$ cat src/rtl/proc_issue_ctrl.sv
`default_nettype none
// ============================================================================
// Module      : proc_issue_ctrl
// Description : Issue controller for the 10-instruction processor.
//               Host instructions arrive on a valid/ready port and are
//               encoded into 32-bit instruction words. The words are queued
//               in a QDEPTH-entry FIFO and issued to the cpu core one at a
//               time. The controller also arbitrates the single RAM port.
//               After STR/BRA/HLT retire, it reads RAM[dst] back to the host.
// Revision    : 1.0 - initial release
// ----------------------------------------------------------------------------
// Ports
//   clk, rst_n            clock and synchronous active-low reset
//   in_valid / in_ready   host instruction handshake
//   Opcode, DstOp, SrcOp, srcIsImm   host instruction fields
//   ir_valid / ir_ready   issue handshake to the cpu
//   IReg                  encoded instruction presented to the cpu
//   cpu_done              cpu retired the issued instruction (1-cycle pulse)
//   cpu_mrwen, cpu_mind   cpu RAM request (honoured only while executing)
//   mem_mrwen, mem_ind    RAM port after arbitration
//   mem_rdata             RAM read data, MEM_LAT cycles after mem_ind
//   Res / resvalid        readback data and its 1-cycle strobe
//   halted                HLT has retired; sticky until reset
// ============================================================================
module proc_issue_ctrl #(
    parameter int BUSW    = 32,
    parameter int PSRW    = 5,
    parameter int MINDW   = 12,
    parameter int QDEPTH  = 4,
    parameter int MEM_LAT = 1
) (
    input  logic             clk,
    input  logic             rst_n,
    input  logic             in_valid,
    output logic             in_ready,
    input  logic [3:0]       Opcode,
    input  logic [BUSW-1:0]  DstOp,
    input  logic [BUSW-1:0]  SrcOp,
    input  logic             srcIsImm,
    output logic             ir_valid,
    input  logic             ir_ready,
    output logic [31:0]      IReg,
    input  logic             cpu_done,
    input  logic             cpu_mrwen,
    input  logic [MINDW-1:0] cpu_mind,
    output logic             mem_mrwen,
    output logic [MINDW-1:0] mem_ind,
    input  logic [BUSW-1:0]  mem_rdata,
    output logic [BUSW-1:0]  Res,
    output logic             resvalid,
    output logic             halted
);

    // ------------------------------------------------------------------------
    // Constants
    // ------------------------------------------------------------------------
    localparam int C_PTR_W = (QDEPTH > 1) ? $clog2(QDEPTH) : 1;
    localparam int C_CNT_W = C_PTR_W + 1;
    // The instruction word has fixed 12-bit src/dst fields.
    localparam int C_FLD_W = (MINDW < 12) ? MINDW : 12;
    // PSR width is carried for interface compatibility only.
    localparam int C_UNUSED_PSRW = PSRW;

    localparam logic [C_PTR_W-1:0] C_PTR_ONE = C_PTR_W'(1);
    localparam logic [C_CNT_W-1:0] C_CNT_ONE = C_CNT_W'(1);
    localparam logic [C_CNT_W-1:0] C_DEPTH   = C_CNT_W'(QDEPTH);
    localparam logic [2:0]         C_LAT     = 3'(MEM_LAT);

    localparam logic [2:0] C_S_IDLE    = 3'd0;
    localparam logic [2:0] C_S_ISSUE   = 3'd1;
    localparam logic [2:0] C_S_EXEC    = 3'd2;
    localparam logic [2:0] C_S_RB_REQ  = 3'd3;
    localparam logic [2:0] C_S_RB_WAIT = 3'd4;
    localparam logic [2:0] C_S_HALT    = 3'd5;

    localparam logic [3:0] C_OP_NOP = 4'd0;
    localparam logic [3:0] C_OP_LD  = 4'd1;
    localparam logic [3:0] C_OP_STR = 4'd2;
    localparam logic [3:0] C_OP_BRA = 4'd3;
    localparam logic [3:0] C_OP_XOR = 4'd4;
    localparam logic [3:0] C_OP_ADD = 4'd5;
    localparam logic [3:0] C_OP_ROT = 4'd6;
    localparam logic [3:0] C_OP_SHF = 4'd7;
    localparam logic [3:0] C_OP_HLT = 4'd8;
    localparam logic [3:0] C_OP_CMP = 4'd9;

    // ------------------------------------------------------------------------
    // Declarations
    // ------------------------------------------------------------------------
    logic [2:0]         state_q,    state_d;
    logic [C_PTR_W-1:0] wr_ptr_q,   wr_ptr_d;
    logic [C_PTR_W-1:0] rd_ptr_q,   rd_ptr_d;
    logic [C_CNT_W-1:0] count_q,    count_d;
    logic [31:0]        ireg_q,     ireg_d;
    logic               rb_q,       rb_d;
    logic [MINDW-1:0]   dst_q,      dst_d;
    logic [2:0]         lat_q,      lat_d;
    logic [BUSW-1:0]    res_q,      res_d;
    logic               resvalid_q, resvalid_d;

    logic [31:0]        fifo_word_q [QDEPTH];
    logic               fifo_rb_q   [QDEPTH];
    logic [MINDW-1:0]   fifo_dst_q  [QDEPTH];

    logic [11:0]        w_src_fld;
    logic [11:0]        w_dst_fld;
    logic [31:0]        w_enc;
    logic               w_enc_rb;
    logic               w_full;
    logic               w_pop;
    logic               w_push;
    logic               w_is_hlt;
    logic               w_unused;

    // Upper operand bits are ignored by design.
    assign w_unused = &{1'b0, SrcOp, DstOp};

    // ------------------------------------------------------------------------
    // Instruction encoder
    // ------------------------------------------------------------------------
    always_comb begin
        w_src_fld                = '0;
        w_dst_fld                = '0;
        w_src_fld[C_FLD_W-1:0]   = SrcOp[C_FLD_W-1:0];
        w_dst_fld[C_FLD_W-1:0]   = DstOp[C_FLD_W-1:0];
        w_enc                    = 32'h0;
        case (Opcode)
            C_OP_LD, C_OP_STR, C_OP_XOR, C_OP_ADD:
                w_enc = {Opcode, srcIsImm, 1'b0, 2'b00, w_src_fld, w_dst_fld};
            // Rotate/shift amounts are always immediates.
            C_OP_ROT, C_OP_SHF:
                w_enc = {Opcode, 1'b1, 1'b0, 2'b00, w_src_fld, w_dst_fld};
            // Branch carries a 3-bit condition code in [26:24] and a target.
            C_OP_BRA:
                w_enc = {Opcode, 1'b0, SrcOp[2:0], 12'h000, w_dst_fld};
            // Compare flags its immediate in the dstT position.
            C_OP_CMP:
                w_enc = {Opcode, 1'b0, srcIsImm, 2'b00, w_src_fld, w_dst_fld};
            C_OP_HLT:
                w_enc = {Opcode, 28'h0};
            C_OP_NOP:
                w_enc = 32'h0;
            default:
                w_enc = 32'h0;
        endcase
        w_enc_rb = (Opcode == C_OP_STR) || (Opcode == C_OP_BRA) ||
                   (Opcode == C_OP_HLT);
    end

    // ------------------------------------------------------------------------
    // FIFO control
    // ------------------------------------------------------------------------
    assign w_full   = (count_q == C_DEPTH);
    assign w_pop    = (state_q == C_S_IDLE) && (count_q != '0);
    // A pop in the same cycle frees a slot, so a full FIFO can still accept.
    assign w_push   = in_valid && in_ready;
    assign w_is_hlt = (ireg_q[31:28] == C_OP_HLT);

    always_ff @(posedge clk) begin
        if (w_push) begin
            fifo_word_q[wr_ptr_q] <= w_enc;
            fifo_rb_q[wr_ptr_q]   <= w_enc_rb;
            fifo_dst_q[wr_ptr_q]  <= DstOp[MINDW-1:0];
        end
    end

    // ------------------------------------------------------------------------
    // State register
    // ------------------------------------------------------------------------
    always_ff @(posedge clk) begin
        if (!rst_n) begin
            state_q    <= C_S_IDLE;
            wr_ptr_q   <= '0;
            rd_ptr_q   <= '0;
            count_q    <= '0;
            ireg_q     <= 32'h0;
            rb_q       <= 1'b0;
            dst_q      <= '0;
            lat_q      <= 3'd0;
            res_q      <= '0;
            resvalid_q <= 1'b0;
        end else begin
            state_q    <= state_d;
            wr_ptr_q   <= wr_ptr_d;
            rd_ptr_q   <= rd_ptr_d;
            count_q    <= count_d;
            ireg_q     <= ireg_d;
            rb_q       <= rb_d;
            dst_q      <= dst_d;
            lat_q      <= lat_d;
            res_q      <= res_d;
            resvalid_q <= resvalid_d;
        end
    end

    // ------------------------------------------------------------------------
    // Next-state logic
    // ------------------------------------------------------------------------
    always_comb begin
        state_d    = state_q;
        wr_ptr_d   = wr_ptr_q;
        rd_ptr_d   = rd_ptr_q;
        count_d    = count_q;
        ireg_d     = ireg_q;
        rb_d       = rb_q;
        dst_d      = dst_q;
        lat_d      = lat_q;
        res_d      = res_q;
        resvalid_d = 1'b0;

        if (w_push) begin
            wr_ptr_d = wr_ptr_q + C_PTR_ONE;
        end
        if (w_pop) begin
            rd_ptr_d = rd_ptr_q + C_PTR_ONE;
        end
        case ({w_push, w_pop})
            2'b10:   count_d = count_q + C_CNT_ONE;
            2'b01:   count_d = count_q - C_CNT_ONE;
            default: count_d = count_q;
        endcase

        case (state_q)
            C_S_IDLE: begin
                if (w_pop) begin
                    ireg_d  = fifo_word_q[rd_ptr_q];
                    rb_d    = fifo_rb_q[rd_ptr_q];
                    dst_d   = fifo_dst_q[rd_ptr_q];
                    state_d = C_S_ISSUE;
                end
            end
            C_S_ISSUE: begin
                if (ir_ready) begin
                    state_d = C_S_EXEC;
                end
            end
            C_S_EXEC: begin
                if (cpu_done) begin
                    if (rb_q) begin
                        lat_d   = C_LAT;
                        state_d = C_S_RB_REQ;
                    end else if (w_is_hlt) begin
                        state_d = C_S_HALT;
                    end else begin
                        state_d = C_S_IDLE;
                    end
                end
            end
            // The address goes out in RB_REQ; data is captured once the
            // counter, started at MEM_LAT in this cycle, reaches zero.
            C_S_RB_REQ: begin
                lat_d   = lat_q - 3'd1;
                state_d = C_S_RB_WAIT;
            end
            C_S_RB_WAIT: begin
                if (lat_q == 3'd0) begin
                    res_d      = mem_rdata;
                    resvalid_d = 1'b1;
                    state_d    = w_is_hlt ? C_S_HALT : C_S_IDLE;
                end else begin
                    lat_d = lat_q - 3'd1;
                end
            end
            C_S_HALT: begin
                state_d = C_S_HALT;
            end
            default: begin
                state_d = C_S_IDLE;
            end
        endcase
    end

    // ------------------------------------------------------------------------
    // Output logic
    // ------------------------------------------------------------------------
    always_comb begin
        in_ready  = (!w_full || w_pop) && (state_q != C_S_HALT);
        ir_valid  = (state_q == C_S_ISSUE);
        IReg      = ireg_q;
        Res       = res_q;
        resvalid  = resvalid_q;
        halted    = (state_q == C_S_HALT);
        mem_mrwen = 1'b0;
        mem_ind   = '0;
        case (state_q)
            C_S_EXEC: begin
                mem_mrwen = cpu_mrwen;
                mem_ind   = cpu_mind;
            end
            C_S_RB_REQ, C_S_RB_WAIT: begin
                mem_ind = dst_q;
            end
            default: begin
                mem_mrwen = 1'b0;
                mem_ind   = '0;
            end
        endcase
    end

endmodule
`default_nettype wire

$ cat config.mk
export PLATFORM = sky130hd
export DESIGN_NAME = proc_issue_ctrl
export DESIGN_NICKNAME = d
export VERILOG_FILES = /design/src/rtl/proc_issue_ctrl.sv
export SDC_FILE = /design/constraint.sdc
export NUM_CORES = 1
export LEC_CHECK = 0
export ABC_AREA = 1
export CORE_UTILIZATION = 45
export CTS_BUF_LIST = sky130_fd_sc_hd__clkbuf_8
export DETAILED_ROUTE_END_ITERATION = 10
export MAX_ROUTING_LAYER = met4
export PLACE_DENSITY_LB_ADDON = 0.15
export SETUP_SLACK_MARGIN = 0.1
export SYNTH_ARGS = -nofsm -noshare
export SYNTH_HDL_FRONTEND = slang
export SYNTH_SLANG_ARGS = --single-unit
export TNS_END_PERCENT = 20
$ cat constraint.sdc
create_clock -name clk -period 5.9 [get_ports clk]
set_clock_uncertainty 0.15 [all_clocks]
set_input_delay 1.18 -clock clk [delete_from_list [all_inputs] [get_ports clk]]
set_output_delay 1.18 -clock clk [all_outputs]
set_load 0.005 [all_outputs]
Yosys cells after proc, flatten, opt, wreduce, memory -nomap -nowiden
Memory sizes are Yosys's and may differ from the RTL's. A register that Yosys moved wholly into a read port is not among the register bits.
Cells that the tools add are included.
{"block": "op_classes", "n_addsub": 5, "n_eq_ne": 25, "muxes": 18, "reduce_logical": 23}
{"op": "$pmux W32 S5", "count": 1}
{"op": "$mux W3", "count": 9}
{"op": "$pmux W12 S2", "count": 1}
{"op": "$pmux W3 S6", "count": 1}
{"op": "$eq A4 B3 Y1 const B", "count": 4}
{"op": "$eq A4 B4 Y1 const B", "count": 3}
{"op": "$ne A2 B2 Y1 const B", "count": 5}
{"op": "$eq A3 B3 Y1 const B", "count": 3}
{"op": "$pmux W3 S3", "count": 1}
{"op": "$eq A4 B2 Y1 const B", "count": 2}
{"op": "$reduce_and A4 Y1", "count": 2}
{"op": "$eq A3 B2 Y1 const B", "count": 2}
{"op": "$logic_not A3 Y1", "count": 2}
{"op": "$pmux W3 S2", "count": 1}
{"op": "$reduce_and A2 Y1", "count": 3}
{"op": "$reduce_bool A3 Y1", "count": 2}
{"op": "$sub A3 B1 Y3 const B", "count": 2}
{"op": "$add A2 B1 Y2 const B", "count": 2}
{"op": "$eq A4 B1 Y1 const B", "count": 1}
{"op": "$logic_not A1 Y1", "count": 4}
{"op": "$mux W1", "count": 4}
{"op": "$reduce_or A2 Y1", "count": 2}
{"op": "$reduce_or A4 Y1", "count": 1}
{"op": "$add A3 B1 Y3 const B", "count": 1}
{"op": "other kinds (8)", "count": 12}
{"block": "word_totals", "register_bits": 46, "ram_bits": 180, "out_inout_bits": 81, "wordCells": 81, "mem_count": 3}
{"memory": "fifo_word_q", "depth": 4, "word_bits": 32, "rd": 1, "rd_ports_with_merged_regs": 1, "wr": 1, "line_no": "101", "text": "logic [31:0] fifo_word_q [QDEPTH];"}
{"memory": "fifo_dst_q", "depth": 4, "word_bits": 12, "rd": 1, "rd_ports_with_merged_regs": 1, "wr": 1, "line_no": "103", "text": "logic [MINDW-1:0] fifo_dst_q [QDEPTH];"}
{"memory": "fifo_rb_q", "depth": 4, "word_bits": 1, "rd": 1, "rd_ports_with_merged_regs": 1, "wr": 1, "line_no": "102", "text": "logic fifo_rb_q [QDEPTH];"}

Logic depth before layout (Yosys ltp)
Gate-level depths: netlist of run 1.
{"block": "logic_depth", "ltp_word": 7, "ltp_mapped": 13, "depth_no_buf": 13}

Worst setup path after synthesis of run 1
OpenSTA, ideal clock, no wires.
{"block": "synth_path", "path_type": "in2reg", "start": "in in_valid", "end": "mem fifo_dst_q[0][0], enable pin", "setup_ns": 0.448, "arrival_ns": 3.182, "path_slack_ns": 2.120, "stages": 2, "n_path_buf": 0, "path_cell_list": "nand2_2 > nor2_1"}
{"block": "synth_between", "elab_chain_len": 3}
{"item": "from (decl)", "line_no": "34", "text": "input logic in_valid,"}
{"item": "$logic_and A1 B1 Y1", "line_no": "156", "text": "assign w_push = in_valid && in_ready;"}
{"item": "$mux W1", "line_no": "160", "text": "if (w_push) begin"}
{"item": "$mux W1 (implied by the code)", "line_no": "163", "text": "fifo_dst_q[wr_ptr_q] <= DstOp[MINDW-1:0];"}
{"item": "to (decl)", "line_no": "103"}
No other way between the ends.

Worst setup path after layout of run 1
{"block": "layout_path", "start": "reg state_q[1]", "end": "out mem_ind[3]"}
{"block": "layout_between", "elab_chain_len": 3}
{"item": "from (decl)", "line_no": "90", "text": "logic [2:0] state_q, state_d;"}
{"item": "from (signal assigned)", "line_no": "183", "text": "state_q <= state_d;"}
{"item": "$eq A3 B2 Y1 or $eq A3 B3 Y1 (tied branches)", "line_no": "285", "text": "case (state_q)"}
{"item": "$reduce_or A2 Y1", "line_no": "285"}
{"item": "$pmux W12 S2 (*)", "line_no": "285"}
{"item": "to (decl)", "line_no": "47", "text": "output logic [MINDW-1:0] mem_ind,"}
Mark *: on every way between the ends. The rest lies on a longest branch, timed or not.

==> flow_metrics.tcl, run 1 <==
set metrics [dict create \
    status "complete, no violations" \
    grt_overflow 0 \
    yosysTopAreaCell "edfxtp_1" \
    synth_top_area_share_pct 51.1 \
    cts_resized 0 \
    relSlewSlack_pct 20.9 \
    crit_buf_inv 2 \
    multi_input_area_um2 2860 \
    vias 7575 \
    cp_max_fo 14 \
    clk_path_buf_depth 3 \
    coreArea_um2 22800 \
    root_buffer "clkbuf_8" \
    die_h_um 155 \
    netlist_area_um2 10600 \
    slowest_stage "nor2_2" \
    final_cells 1507 \
    syn2layout_area_growth_pct 24.9 \
    postCtsSetupRepairBufs 0 \
    p_leak_nw 4.98 \
    synth_cell_types 27 \
    wl_mm 24.3 \
    drv_slew 0 \
    ir_drop_uv 259 \
    setup_viol 0 \
    drtAntennaViolNets 0 \
    cts-htree-levels 2 \
    syn_nets 1129 \
    nFillCells 2001 \
    dp_hpwl_mm 13.8 \
    p_per_area_nw_per_um2 396 \
    cts_tree "done" \
    finalCritPeriodShare_pct 68.3 \
    ys_seq_area_share_pct 68.3 \
    num_rows 55 \
    crit_chain "inv_1, nor2_2, a22o_1, clkdlybuf4s50_1" \
    fin_crit_ns 4.03 \
    tightest_slew_ns 1.19 \
    synth-seq-cells 271 \
    cts.clk_slew.worst_paths_ns 0.06 \
    grt_pass1_vias 7234 \
    fin_setup_tns_ns 0 \
    path_class "reg2out" \
    initial_core_util_pct 46.3 \
    portBuffers 159 \
    dpl.cell_count 1426 \
    final_common_cell "nor2_1" \
    cp_slowest_stage_delay_ns 0.68 \
    post_cts_hold_buffer_count 0 \
    drtIter0Drc 537 \
    diodes 0 \
    grt_max_degree 95 \
    numCtsBuffers 45 \
    drc 0 \
    yosysWarnings 0 \
    avgRoutedWirePerCell_um 16.1 \
    rsz0062_at_grt "no" \
    crit_required_ns 4.57 \
    drtPass1Iterations 7 \
    finalHoldViolCount 0 \
    max_freq_ghz 0.248 \
    grt_pass1_wl_mm 38.4 \
    via_per_inst 5.03 \
    layout_common_cells "nor2_1, edfxtp_1, o21ai_0, clkdlybuf4s50_1, dfxtp_1" \
    fp.dieW_um 155 \
    die-area_um2 24100 \
    crit_family "simple AND/OR/NAND/NOR gates" \
    cap_viol_max_count 0 \
    cp-start-kind "flop" \
    antenna_found_initial 0 \
    critPathCaptureType "output pin" \
    clock_sinks 271 \
    insertion_delay_ns 0.56 \
    avgSynthCellArea_um2 10.6 \
    seq_area_um2 7230 \
    drive_gt1_share_pct 7.29 \
    grt_usage_pct 21.2 \
    arrival_ns 2.70 \
    io_pins 200 \
    num-nets-final 1287 \
    synthCells 1002 \
    yosys-top-cells-area "edfxtp_1, dfxtp_1, nor2_1" \
    gp_congestion 0.836 \
    worstHoldPathType "reg2reg" \
]
[layer usage]
metal / GRT usage [%] / vias up / routed length (µm) / share of wire (%)
li1: - / 3766 / - / -
met1: 27.5 / 3532 / 11100 / 46
met2: 33.8 / 223 / 11200 / 46
met3: 3.65 / 54 / 1460 / 6.0
met4: 7.33 / 0 / 570 / 2.3
met5: - / - / 0 / 0
[sequential cells by signal, indices dropped and copies added, names as in the netlist]
register and count:
wr_ptr_q 2, resvalid 1, count_q 3, fifo_dst_q 48, fifo_rb_q 4, rd_ptr_q 2, IReg 32, state_q 3
rb_q 1, fifo_word_q 128, Res 32, lat_q 3, dst_q 12
[worst reg2reg max path: cells and delay by family (launching register included)]
kind                   cells  cell delay (ns)
AND/OR/NAND/NOR            1             0.14
buffers and inverters      2             1.32
AO/OA/AOI/OAI              2             0.32
flip-flops                 1             1.11
[report_power, final]
group	switching (mW)	internal, mW
combinational	0.807	0.505
clock	0.736	0.772
sequential	0.143	2.27
[layout make-up]
class	count	area share [%]
clock buffers	49	5.10
repair buffers	169	12.6
multi-input cells	608	21.7
well taps	313	2.96
inverters	65	1.85
flip-flops and latches	271	54.7
clock inverters	32	1.15
[stage by stage]
step	total power, mW	utilization, %	hold WS [ns]	worst slack, ns	instance area [µm²]
after global routing	5.54	57.8	0.362	1.76	13200
final	5.23	57.8	0.344	1.87	13200
after CTS	5.29	57.8	0.345	1.88	13200
after global placement	3.74	54.2	0.321	2.22	12400
after detailed placement	3.77	54.2	0.330	2.22	12400
after floorplan	3.28	-	0.302	2.12	10600
[worst paths after layout]
path,from,endpoint,slack [ns],depth (start not counted)
worst min-delay path,lat_q[1]$_SDFFE_PN0P_,lat_q[1]$_SDFFE_PN0P_,0.34,2
worst max register to register,rd_ptr_q[1]$_SDFFE_PN0P_,IReg[25]$_SDFFE_PN0P_,2.79,5
worst min register to register,lat_q[1]$_SDFFE_PN0P_,lat_q[1]$_SDFFE_PN0P_,0.34,2
worst max-delay path,state_q[1]$_SDFFE_PN0P_,mem_ind[3],1.87,4
[cells in the mapped netlist, drive strengths merged]
cell	count
a21oi	12
a22o	12
a31oi	45
buf	38
clkbuf	20
dfxtp	91
edfxtp	180
fa	1
ha	7
inv	65
nand2	34
nand3	8
nand4	3
nor2	303
nor3	2
o21ai	179
o22ai	1
xor2	1
[logic make-up (layout without fill, tap and decap cells)]
kind of cell    Yosys count  count (layout)  share of synthesized area (%)
xor+xnor                  1               1                         0.0828
flops                   271             271                           68.3
fa+ha+maj                 8               8                           1.02
buf+inv                 123             315                           4.93
simple gates            350             350                           12.8
compound gates          249             249                           12.8
Power figures use the tool's default switching activity.
==> run 2, diff against run 1 <==
Clock period 5.9 ns to 3.65 ns, I/O delays scaled along.
==> flow_metrics.tcl, run 2 (synthesis gave the netlist of run 1 again) <==
set metrics [dict create \
    finalHoldViolCount 0 \
    grt_pass1_wl_mm 38.3 \
    portBuffers 159 \
    root_buffer "clkbuf_8" \
    syn2layout_area_growth_pct 26.6 \
    crit_family "simple AND/OR/NAND/NOR gates" \
    grt_max_degree 94 \
    arrival_ns 2.43 \
    pre_cts_ws_ns 0.385 \
    tightest_slew_ns 1.09 \
    die_h_um 155 \
    r2r_setup_slack_ns 1.23 \
    reg.largest.list "fifo_word_q (128), fifo_dst_q (48)" \
    status "complete, no violations" \
    cp_max_fo 14 \
    relSlewSlack_pct 26.9 \
    die-area_um2 24100 \
    setup_slack_ns 0.339 \
    ir_drop_uv 451 \
    p_total_mw 8.67 \
    finalCritPeriodShare_pct 90.7 \
    nFillCells 1993 \
    antenna_found_initial 0 \
    insertion_delay_ns 0.55 \
    vias 7546 \
    final_common_cell "nor2_1" \
    grt_overflow 0 \
    initial_core_util_pct 46.3 \
    via_per_inst 4.99 \
    drv_slew 0 \
    p_leak_nw 5.06 \
    grt_usage_pct 21.2 \
    largest_register_ffs 128 \
    worstHoldPathType "reg2reg" \
    fp.dieW_um 155 \
    crit_required_ns 2.77 \
    cap_viol_max_count 0 \
    postCtsSetupRepairBufs 0 \
    cp_slowest_stage_delay_ns 0.52 \
    post_cts_hold_buffer_count 0 \
    setup_viol 0 \
    drtIter0Drc 477 \
    io_pins 200 \
    drc 0 \
    rsz0062_at_grt "no" \
    num_rows 55 \
    dp_hpwl_mm 14.0 \
    cts.clk_slew.worst_paths_ns 0.05 \
    wl_mm 24.6 \
    p_per_area_nw_per_um2 647 \
    gp_congestion 0.848 \
    crit_buf_inv 1 \
    fin_setup_tns_ns 0 \
    coreArea_um2 22800 \
    layout_common_cells "nor2_1, edfxtp_1, o21ai_0, clkdlybuf4s50_1, dfxtp_1" \
    avgRoutedWirePerCell_um 16.2 \
    clk_path_buf_depth 3 \
    critPathCaptureType "output pin" \
    drtAntennaViolNets 0 \
    regMostFlops "fifo_word_q" \
    grt_pass1_vias 7224 \
    cts-htree-levels 2 \
    cp-start-kind "flop" \
    cts_tree "done" \
    fin_crit_ns 3.31 \
    num-nets-final 1292 \
    diodes 0 \
    slowest_stage "nand2_1" \
    finalInstanceArea_um2 13400 \
    path_class "reg2out" \
    crit_chain "nand3_1, nand2_1, a22o_1, clkdlybuf4s50_1" \
    numCtsBuffers 45 \
    drive_gt1_share_pct 7.92 \
    drtPass1Iterations 5 \
    cts_resized 0 \
    clock_sinks 271 \
    max_freq_ghz 0.302 \
    place_area_um2 12500 \
]
==> run 2: per-layer routing <==
| metal | global-route usage, % | wire (µm) | vias to the layer above |
|---|---|---|---|
| li1 | - | - | 3769 |
| met1 | 27.5 | 11000 | 3532 |
| met2 | 34.0 | 11800 | 221 |
| met3 | 3.79 | 1520 | 24 |
| met4 | 6.44 | 282 | 0 |
| met5 | - | 0 | - |
==> run 2: final cells by class <==
type	count	area, µm²	area share, %
clock inverter	24	131	0.981
inverter	65	244	1.82
timing repair buffer	174	1750	13.1
tap	313	392	2.92
multi-input combinational	608	2860	21.4
sequential	271	7230	54.0
clock buffer	57	785	5.86
==> run 2: report_power, final <==
part,leakage (nW),switching (mW),internal (mW)
Clock,0.529,1.16,1.48
Sequential,2.43,0.179,3.66
Combinational,2.10,1.36,0.837
Total,5.06,2.69,5.98
==> run 2: tightest hold or removal path: stages, from the launching register on <==
cell     delay, ns
dfxtp_1       0.32
a21oi_1       0.04
nor2_1        0.08
==> run 2: final timing paths <==
path / cells past startpoint / endpoint / from
worst max register to register: 13 / count_q[2]$_SDFFE_PN0P_ / state_q[2]$_SDFFE_PN0P_
worst min register to register: 2 / lat_q[1]$_SDFFE_PN0P_ / lat_q[1]$_SDFFE_PN0P_
worst max-delay path: 4 / mem_ind[3] / state_q[0]$_SDFFE_PN0P_
worst min-delay path: 2 / lat_q[1]$_SDFFE_PN0P_ / lat_q[1]$_SDFFE_PN0P_
==> run 2: through the flow <==
| stage | cells | hold WS [ns] | util [%] |
|---|---|---|---|
| 2_1_floorplan | 1002 | 0.302 | - |
| 3_3_place_gp | 1431 | 0.318 | 54.6 |
| 3_5_place_dp | 1431 | 0.328 | 54.6 |
| 4_1_cts | 1512 | 0.341 | 58.6 |
| 5_1_grt | 1512 | 0.378 | 58.6 |
| 6_report | 1512 | 0.334 | 58.6 |
